**config.mk**
```make
export PLATFORM = sky130hd
export DESIGN_NAME = alu_muldiv
export DESIGN_NICKNAME = d
export VERILOG_FILES = /design/src/rtl/alu_muldiv.sv
export SDC_FILE = /design/constraint.sdc
export NUM_CORES = 1
export LEC_CHECK = 0
export CAP_MARGIN = 20
export CORE_ASPECT_RATIO = 0.8
export CORE_MARGIN = 10
export CORE_UTILIZATION = 40
export DETAILED_ROUTE_END_ITERATION = 12
export DONT_BUFFER_PORTS = 1
export PLACE_DENSITY = 0.52
export SYNTH_ARGS = -nofsm -noshare
export SYNTH_HDL_FRONTEND = slang
export SYNTH_SLANG_ARGS = --single-unit
export TNS_END_PERCENT = 5
```
**constraint.sdc**
```tcl
create_clock -name i_clk -period 11.9 [get_ports i_clk]
set_clock_uncertainty 0.1 [all_clocks]
set_input_delay 1.785 -clock i_clk [delete_from_list [all_inputs] [get_ports i_clk]]
set_output_delay 1.785 -clock i_clk [all_outputs]
set_load 0.05 [all_outputs]
```
**src/rtl/alu_muldiv.sv**
```systemverilog
// alu_muldiv: EX-stage ALU with single-cycle operations plus an iterative
// multiply/divide unit that owns the architectural HI/LO registers.
// Multiply is radix-2 shift-add, divide is restoring shift-subtract; both
// run on magnitudes, and the sign is applied in the final (FIN) cycle.
module alu_muldiv #(
  parameter int DATA_SIZE     = 32,
  parameter int ALU_CTRL_SIZE = 5,
  parameter int CNT_SIZE      = 6
) (
  input  logic                     i_clk,
  input  logic                     i_reset,
  input  logic                     i_valid,
  input  logic                     i_flush,
  input  logic [DATA_SIZE-1:0]     i_A,
  input  logic [DATA_SIZE-1:0]     i_B,
  input  logic [ALU_CTRL_SIZE-1:0] i_alu_ctrl,
  output logic [DATA_SIZE-1:0]     o_result,
  output logic                     o_zero,
  output logic                     o_busy,
  output logic                     o_stall,
  output logic                     o_done
);

  localparam logic [ALU_CTRL_SIZE-1:0] OP_SLL   = ALU_CTRL_SIZE'('h00);
  localparam logic [ALU_CTRL_SIZE-1:0] OP_SRL   = ALU_CTRL_SIZE'('h01);
  localparam logic [ALU_CTRL_SIZE-1:0] OP_SRA   = ALU_CTRL_SIZE'('h02);
  localparam logic [ALU_CTRL_SIZE-1:0] OP_ADD   = ALU_CTRL_SIZE'('h03);
  localparam logic [ALU_CTRL_SIZE-1:0] OP_SUB   = ALU_CTRL_SIZE'('h04);
  localparam logic [ALU_CTRL_SIZE-1:0] OP_AND   = ALU_CTRL_SIZE'('h05);
  localparam logic [ALU_CTRL_SIZE-1:0] OP_OR    = ALU_CTRL_SIZE'('h06);
  localparam logic [ALU_CTRL_SIZE-1:0] OP_XOR   = ALU_CTRL_SIZE'('h07);
  localparam logic [ALU_CTRL_SIZE-1:0] OP_NOR   = ALU_CTRL_SIZE'('h08);
  localparam logic [ALU_CTRL_SIZE-1:0] OP_SLT   = ALU_CTRL_SIZE'('h09);
  localparam logic [ALU_CTRL_SIZE-1:0] OP_LUI   = ALU_CTRL_SIZE'('h0A);
  localparam logic [ALU_CTRL_SIZE-1:0] OP_EQ    = ALU_CTRL_SIZE'('h0B);
  localparam logic [ALU_CTRL_SIZE-1:0] OP_NE    = ALU_CTRL_SIZE'('h0C);
  localparam logic [ALU_CTRL_SIZE-1:0] OP_MULT  = ALU_CTRL_SIZE'('h0D);
  localparam logic [ALU_CTRL_SIZE-1:0] OP_DIV   = ALU_CTRL_SIZE'('h0F);
  localparam logic [ALU_CTRL_SIZE-1:0] OP_DIVU  = ALU_CTRL_SIZE'('h10);
  localparam logic [ALU_CTRL_SIZE-1:0] OP_MFHI  = ALU_CTRL_SIZE'('h11);
  localparam logic [ALU_CTRL_SIZE-1:0] OP_MFLO  = ALU_CTRL_SIZE'('h12);
  localparam logic [ALU_CTRL_SIZE-1:0] OP_MTHI  = ALU_CTRL_SIZE'('h13);
  localparam logic [ALU_CTRL_SIZE-1:0] OP_MTLO  = ALU_CTRL_SIZE'('h14);

  typedef enum logic [1:0] {S_IDLE, S_RUN, S_FIN} state_t;

  state_t state, state_next;

  logic [DATA_SIZE-1:0]   hi, lo;
  logic [DATA_SIZE-1:0]   acc;      // partial product high half / remainder
  logic [DATA_SIZE-1:0]   quo;      // multiplier / dividend shifting into quotient
  logic [DATA_SIZE-1:0]   opnd;     // multiplicand / divisor magnitude
  logic [CNT_SIZE-1:0]    cnt;
  logic                   is_div, neg_lo, neg_hi, div_zero;

  logic                   is_start_op, is_hilo_op, is_signed_op, is_div_op, start;
  logic                   a_neg, b_neg, rem_ge, last_step;
  logic [DATA_SIZE-1:0]   a_mag, b_mag, quo_fix, rem_fix;
  logic [DATA_SIZE:0]     mul_sum, rem_shift;
  logic [2*DATA_SIZE-1:0] prod_fix;

  assign is_start_op  = (i_alu_ctrl >= OP_MULT) && (i_alu_ctrl <= OP_DIVU);
  assign is_hilo_op   = (i_alu_ctrl >= OP_MULT) && (i_alu_ctrl <= OP_MTLO);
  assign is_signed_op = (i_alu_ctrl == OP_MULT) || (i_alu_ctrl == OP_DIV);
  assign is_div_op    = (i_alu_ctrl == OP_DIV)  || (i_alu_ctrl == OP_DIVU);

  // Busy comes straight from the state so stall never loops back into start.
  assign o_busy  = (state != S_IDLE);
  assign o_stall = o_busy & i_valid & is_hilo_op;
  assign start   = (state == S_IDLE) & i_valid & is_start_op & ~i_flush;

  assign a_neg = is_signed_op & i_A[DATA_SIZE-1];
  assign b_neg = is_signed_op & i_B[DATA_SIZE-1];
  assign a_mag = a_neg ? -i_A : i_A;
  assign b_mag = b_neg ? -i_B : i_B;

  // One iteration of each algorithm on the current datapath registers.
  assign mul_sum   = {1'b0, acc} + (quo[0] ? {1'b0, opnd} : '0);
  assign rem_shift = {acc, quo[DATA_SIZE-1]};
  assign rem_ge    = (rem_shift >= {1'b0, opnd});
  assign last_step = (cnt == CNT_SIZE'(DATA_SIZE - 1));

  // Sign fixup; a zero divisor forces an all-ones quotient and, because the
  // remainder holds |dividend|, the sign fixup restores the dividend itself.
  assign prod_fix = neg_lo ? -{acc, quo} : {acc, quo};
  assign quo_fix  = div_zero ? '1 : (neg_lo ? -quo : quo);
  assign rem_fix  = neg_hi ? -acc : acc;

  // Single-cycle result mux and HI/LO reads.
  // NOTE: every output of a combinational block gets a default first, so no path can infer a latch.
  always_comb begin
    o_result = '0;
    case (i_alu_ctrl)
      OP_SLL:  o_result = i_B << i_A[4:0];
      OP_SRL:  o_result = i_B >> i_A[4:0];
      OP_SRA:  o_result = $signed(i_B) >>> i_A[4:0];
      OP_ADD:  o_result = i_A + i_B;
      OP_SUB:  o_result = i_A - i_B;
      OP_AND:  o_result = i_A & i_B;
      OP_OR:   o_result = i_A | i_B;
      OP_XOR:  o_result = i_A ^ i_B;
      OP_NOR:  o_result = ~(i_A | i_B);
      OP_SLT:  o_result = {{(DATA_SIZE-1){1'b0}}, ($signed(i_A) < $signed(i_B))};
      OP_LUI:  o_result = i_B << 16;
      OP_EQ:   o_result = {{(DATA_SIZE-1){1'b0}}, (i_A == i_B)};
      OP_NE:   o_result = {{(DATA_SIZE-1){1'b0}}, (i_A != i_B)};
      OP_MFHI: o_result = hi;
      OP_MFLO: o_result = lo;
      default: o_result = '0;
    endcase
  end

  assign o_zero = (o_result == '0);

  // State register.
  // NOTE: clocked blocks use non-blocking (<=) so every register sees pre-edge values.
  always_ff @(posedge i_clk) begin
    if (!i_reset) state <= S_IDLE;
    else          state <= state_next;
  end

  // Next-state logic and the completion pulse.
  always_comb begin
    state_next = state;
    o_done     = 1'b0;
    case (state)
      S_IDLE: if (start) state_next = S_RUN;
      S_RUN: begin
        if (i_flush)        state_next = S_IDLE;
        else if (last_step) state_next = S_FIN;
      end
      S_FIN: begin
        o_done     = ~i_flush;
        state_next = S_IDLE;
      end
      default: state_next = S_IDLE;
    endcase
  end

  // Operand capture on accept and one iteration per RUN cycle.
  // NOTE: datapath registers are reset as well, so a reset mid-operation leaves no stale operands.
  always_ff @(posedge i_clk) begin
    if (!i_reset) begin
      acc      <= '0;
      quo      <= '0;
      opnd     <= '0;
      cnt      <= '0;
      is_div   <= 1'b0;
      neg_lo   <= 1'b0;
      neg_hi   <= 1'b0;
      div_zero <= 1'b0;
    end else begin
      case (state)
        S_IDLE: begin
          if (start) begin
            acc      <= '0;
            quo      <= a_mag;
            opnd     <= b_mag;
            cnt      <= '0;
            is_div   <= is_div_op;
            neg_lo   <= a_neg ^ b_neg;
            neg_hi   <= a_neg;
            div_zero <= is_div_op & (i_B == '0);
          end
        end
        S_RUN: begin
          cnt <= cnt + 1'b1;
          if (is_div) begin
            acc <= rem_ge ? DATA_SIZE'(rem_shift - {1'b0, opnd}) : rem_shift[DATA_SIZE-1:0];
            quo <= {quo[DATA_SIZE-2:0], rem_ge};
          end else begin
            acc <= mul_sum[DATA_SIZE:1];
            quo <= {mul_sum[0], quo[DATA_SIZE-1:1]};
          end
        end
        default: ;
      endcase
    end
  end

  // Architectural HI/LO: written on completion or by an unstalled MTHI/MTLO.
  always_ff @(posedge i_clk) begin
    if (!i_reset) begin
      hi <= '0;
      lo <= '0;
    end else if (o_done) begin
      if (is_div) begin
        hi <= rem_fix;
        lo <= quo_fix;
      end else begin
        hi <= prod_fix[2*DATA_SIZE-1:DATA_SIZE];
        lo <= prod_fix[DATA_SIZE-1:0];
      end
    end else if (i_valid && !o_stall) begin
      if (i_alu_ctrl == OP_MTHI) hi <= i_A;
      if (i_alu_ctrl == OP_MTLO) lo <= i_A;
    end
  end

endmodule

```
# Word-level counts from Yosys, hierarchy flattened

Cells that the tools add are included.

Register bits after elaboration: 172
Output and inout port bits: 36

Add/subtract/negate cells: 10
Magnitude comparators: 5
Eq/ne operators: 26
Shifts and indexed selects: 3
Multiplexer cells: 30
Bitwise operators: 14
Reduce and logical (&&, ||, !) cells: 20

Operators with widths:

| kind                                                 | number |
|---|---|
| two-way mux 32 bit                                   | 19 |
| one-hot mux 32 bit (15 select lines)                 | 1 |
| negator 32 bit                                       | 4 |
| one-hot mux 32 bit (2 select lines)                  | 2 |
| zero test 32 bit                                     | 2 |
| two-way mux 64 bit                                   | 1 |
| negator 64 bit                                       | 1 |
| subtractor 32 bit                                    | 2 |
| equality test 5 x 4 -> 1 bit (second input constant) | 7 |
| adder 32 x 32 -> 33 bit                              | 1 |
| greater-or-equal comparator 33 x 32 -> 1 bit         | 1 |
| adder 32 bit                                         | 1 |
| AND 32 bit                                           | 1 |
| equality test 32 bit                                 | 1 |
| less-than comparator 32 bit                          | 1 |
| != test 32 bit                                       | 1 |
| NOT 32 bit                                           | 1 |
| OR 32 bit                                            | 1 |
| left shift 32 x 5 -> 32 bit                          | 1 |
| right shift 32 x 5 -> 32 bit                         | 1 |
| >>> shifter 32 x 5 -> 32 bit                         | 1 |
| XOR 32 bit                                           | 1 |
| equality test 5 bit (second input constant)          | 5 |
| equality test 5 x 3 -> 1 bit (second input constant) | 4 |
| other kinds (25)                                     | 47 |

# Depth between registers and ports, before layout

Depth in word-level cells: 7
Mapped depth: 18

# Worst setup path after synthesis

OpenSTA, ideal clock, no wires.

Path type: input-to-output
Start point: input i_A[2]
End point: output o_zero
Arrival: 7.001 ns
Slack: 3.014 ns
Cell stages on the path: 18
Path through: clkbuf_1 clkinv_1 clkbuf_1 buf_1 buf_1 ha_1 clkbuf_1 o21ba_2 a2111o_1 a31oi_1 a211o_1 a31oi_1 a21oi_1 nor3_1 o32ai_1 nor4_1 and3_1 and4_1

Elaborated cells on any way between the ends: 14
Classes of those cells: add/sub: 2; order compare: 1; eq/ne: 2; shift: 3; mux: 1; bitwise: 4; reduce/logical: 1

RTL lines:

| element                                   | RTL line | text |
|---|---|---|
| from (decl)                               | 14       | `input logic [DATA_SIZE-1:0] i_A,` |
| subtractor 32 bit (tied with other cells) | 98       | `OP_SUB: o_result = i_A - i_B;` |
| one-hot mux 32 bit (15 select lines) *    | 93       | `case (i_alu_ctrl)` |
| named net o_result[22]                    | 17       | `output logic [DATA_SIZE-1:0] o_result,` |
| zero test 32 bit *                        | 113      | `assign o_zero = (o_result == '0);` |
| to (decl)                                 | 18       | `output logic o_zero,` |

The timed path passes the listed nets; every way through them passes the cells marked *.

# Worst setup path after layout

Start point: input i_A[0]
End point: output o_zero

Same word-level chain as after synthesis.

==> results.md <==
- Outcome: completed
- Hold_buf cts: 0
- Top cell type's share of synthesized area: 14.6%
- Max Clk Rate: roughly 110 MHz
- GPL Wtd Cong: 1.07
- Post-placement cell count: 3844
- Cts repair resizes: 0
- Clock Path Buffers: 2
- Fillers: 6102
- Crit path max-delay family: compound AO/OA/AOI/OAI gates
- Routed WL per cell: ~33 µm
- Ys async rst share: 0%
- # clock sinks: between 150 and 200
- Area grow syn2layout: 4.94%
- ANT nets after route: 0
- Worst Path Max Fanout: 62
- Min Clock Period, post-route: approximately 9.1 ns
- Setup slack after layout: between 2 and 3 ns
- Min-delay worst type: reg -> reg
- CTS tree: done
- Effective utilization at floorplan: between 40% and 50%
- Initial DRC Count: roughly 3800
- Port Buffer Count: 0
- Rel. slew slack: 5.32%
- #FFs+latches synth: 172
- Vias in the first global route: 25200
- Root buffer cell: clkbuf_16
- Worst EP arrival: between 7 and 8 ns
- Max Slew Vio Count: 0
- Pre-Repair DR Iteration Count: 7
- Distinct cells, synth: between 80 and 90
- CP max stage delay: just under 0.6 ns
- Hold_ws: between 0.3 and 0.4 ns
- Row count: 79
- Layout Nets: 3357
- VDD IR max: between 0.09 and 0.1 mV
- Syn avg cell area: between 7 and 8 µm²
- Largest area contributor in the netlist: dfxtp_1
- Total leakage power: 9.60 nW
- Largest net degree at the start of global routing: 82
- CORE AREA: just under 60000 µm²
- DRC: 0
- Worst-path cell chain: inv_1, ha_1, fa_1, o21ba_2, a2111o_1, a31oi_1, a211o_1, a31oi_1, a221o_1, o21ai_0, o221ai_1, a211o_1, nor3_1, and4_1
- Synth warn: 0
- TritonCTS buffer count: 17
- Die W: about 290 µm
- CP Buf/Inv Count: 1
- Final TNS setup: 0 ns
- Clock slew at reported path FFs: 0.08 ns
- Synthesized instance count: 3281
- Pre-CTS WS: between 2 and 3 ns
- # setup viols final: 0
- Overflow after GRT: 0
- Final hold viol count: 0
- Mapped cell area: roughly 24000 µm²
- Die extent in y: ~240 µm
- CTS H-tree depth: 4
- Final std cells w/o fill: approximately 3900
- Area of the multi-input gates: around 19000 µm²
- Die area: 69100 µm²
- First-pass GRT wire length: 181000 µm
- Seq/Total Area, Yosys: 14.6%
- Via count: about 27000
- Post-CTS setup buffer count: 0
- Syn nets: 3532
- Total power: 1.95 mW
- Crit Path Category: in -> out
- # Max-Cap Violations: 0
- Register area: 3450 µm²
- Final worst path period share: 76.2%
- Share of cells above drive strength 1: slightly above 7%
- RSZ-0062 raised after global routing: false
- Worst-Margin Slew: between 1 and 1.5 ns
- Critical Path End Type: output pin
- Main area contributors after synthesis: dfxtp_1 (15%), ha_1 (9.2%), nor2_1 (6.3%)
- IO Count: between 100 and 150
- Routed WL: about 130000 µm
- Initial antenna violation count: 9
- Gr usage total: 34.5%
- Crit start category: input port
- Clock Latency Late Sink: approximately 0.45 ns
- Most used DFF post-synth: dfxtp_1
- DR vias/cell: between 7 and 8
- Pwr Density: about 79 nW/µm²
- CP max stage cell: and4_1
- Hpwl dp: about 97000 µm
- Worst endpoint required time: 10.02 ns
- Post-synth EDFFs: 0
-- synthesized netlist by cell type, drive strengths merged, types with 80 or more instances --
cell type	number
a21oi	265
ha	174
clkbuf	230
xnor2	94
dfxtp	172
nor2	395
nor3	84
o21ai	204
a211oi	159
inv	158
nand3	80
mux2i	100
nand2	230
-- per-stage QoR --
stage | area (µm²) | utilization, %
3_5_place_dp | 24100 | 41.4
3_3_place_gp | 24100 | 41.4
2_1_floorplan | 23600 | -
4_1_cts | 24700 | 42.3
6_report | 24800 | 42.5
5_1_grt | 24700 | 42.5
-- cell usage in the layout, fill, tap and decap left out, types with 23 or more instances in the layout --
cell type / n
nor2_1: 392
a21oi_1: 263
nand2_1: 228
o21ai_0: 198
ha_1: 174
dfxtp_1: 171
a211oi_1: 158
inv_1: 156
mux2i_1: 100
xnor2_1: 94
nand3_1: 80
nor3_1: 80
xor2_1: 73
a22oi_1: 67
buf_4: 64
a221oi_1: 56
mux4_2: 53
a21o_1: 49
o31ai_1: 40
or3_1: 39
nor4_1: 36
a31oi_1: 31
nand4_1: 29
a311oi_1: 27
o211ai_1: 27
nand2b_1: 26
nor2b_1: 23
-- report_power, final --
part	internal [mW]	switching [mW]	leakage, nW
Combinational	0.251	0.531	7.92
Clock	0.281	0.289	0.284
Sequential	0.583	0.0114	1.39
-- layer usage --
metal | up-vias | global-route usage, % | routed length [µm]
li1 | 11900 | - | -
met1 | 13400 | 48.2 | 55500
met2 | 1754 | 47.7 | 50200
met3 | 246 | 12.0 | 16100
met4 | 4 | 12.7 | 4860
met5 | - | 0 | 27
-- registers in the layout (all words and copies together) (netlist names) --
signal	count
acc	32
cnt	6
div_zero	1
hi	32
is_div	1
lo	32
neg_hi	1
neg_lo	1
opnd	32
quo	32
state	2
-- worst paths after layout --
kind	startpoint	endpoint	slack (ns)	cells past startpoint
worst max register to register	quo[6]	hi[15]	7.21	11
worst min-delay path	opnd[25]	opnd[25]	0.36	2
worst min register to register	opnd[25]	opnd[25]	0.36	2
worst max-delay path	i_A[0]	o_zero	2.83	14
-- worst register-to-register path: stages, from the launching register on --
cell and delay [ns]:
dfxtp_1 0.41, or4_4 0.60, or3_1 0.45, nor3_1 0.56, nand2_1 0.14, or4_1 0.48, or4_4 0.53, and2_1 0.39
o31ai_1 0.40, xnor2_1 0.22, nor2_1 0.09, a211oi_1 0.25
-- layout make-up --
class | instances | share of cell area [%]
Multi-Input combinational cell | 2683 | 75.2
Clock inverter | 14 | 0.586
Clock buffer | 18 | 1.73
Tap cell | 769 | 3.89
Inverter | 160 | 2.44
Timing Repair Buffer | 72 | 2.12
Antenna cell | 9 | 0.0910
Sequential cell | 172 | 13.9
-- cell families after synthesis --
kind of cell / count (synthesis) / synth area share, %
AND/OR/NAND/NOR: 1053 / 21.0
buffers and inverters: 426 / 6.86
flip-flops: 172 / 14.6
adder cells (fa/ha/maj): 178 / 9.57
multiplexers: 163 / 9.78
XOR/XNOR: 167 / 6.20
AO/OA/AOI/OAI: 1122 / 32.0
Note: power is estimated with default switching activity, not from simulation.
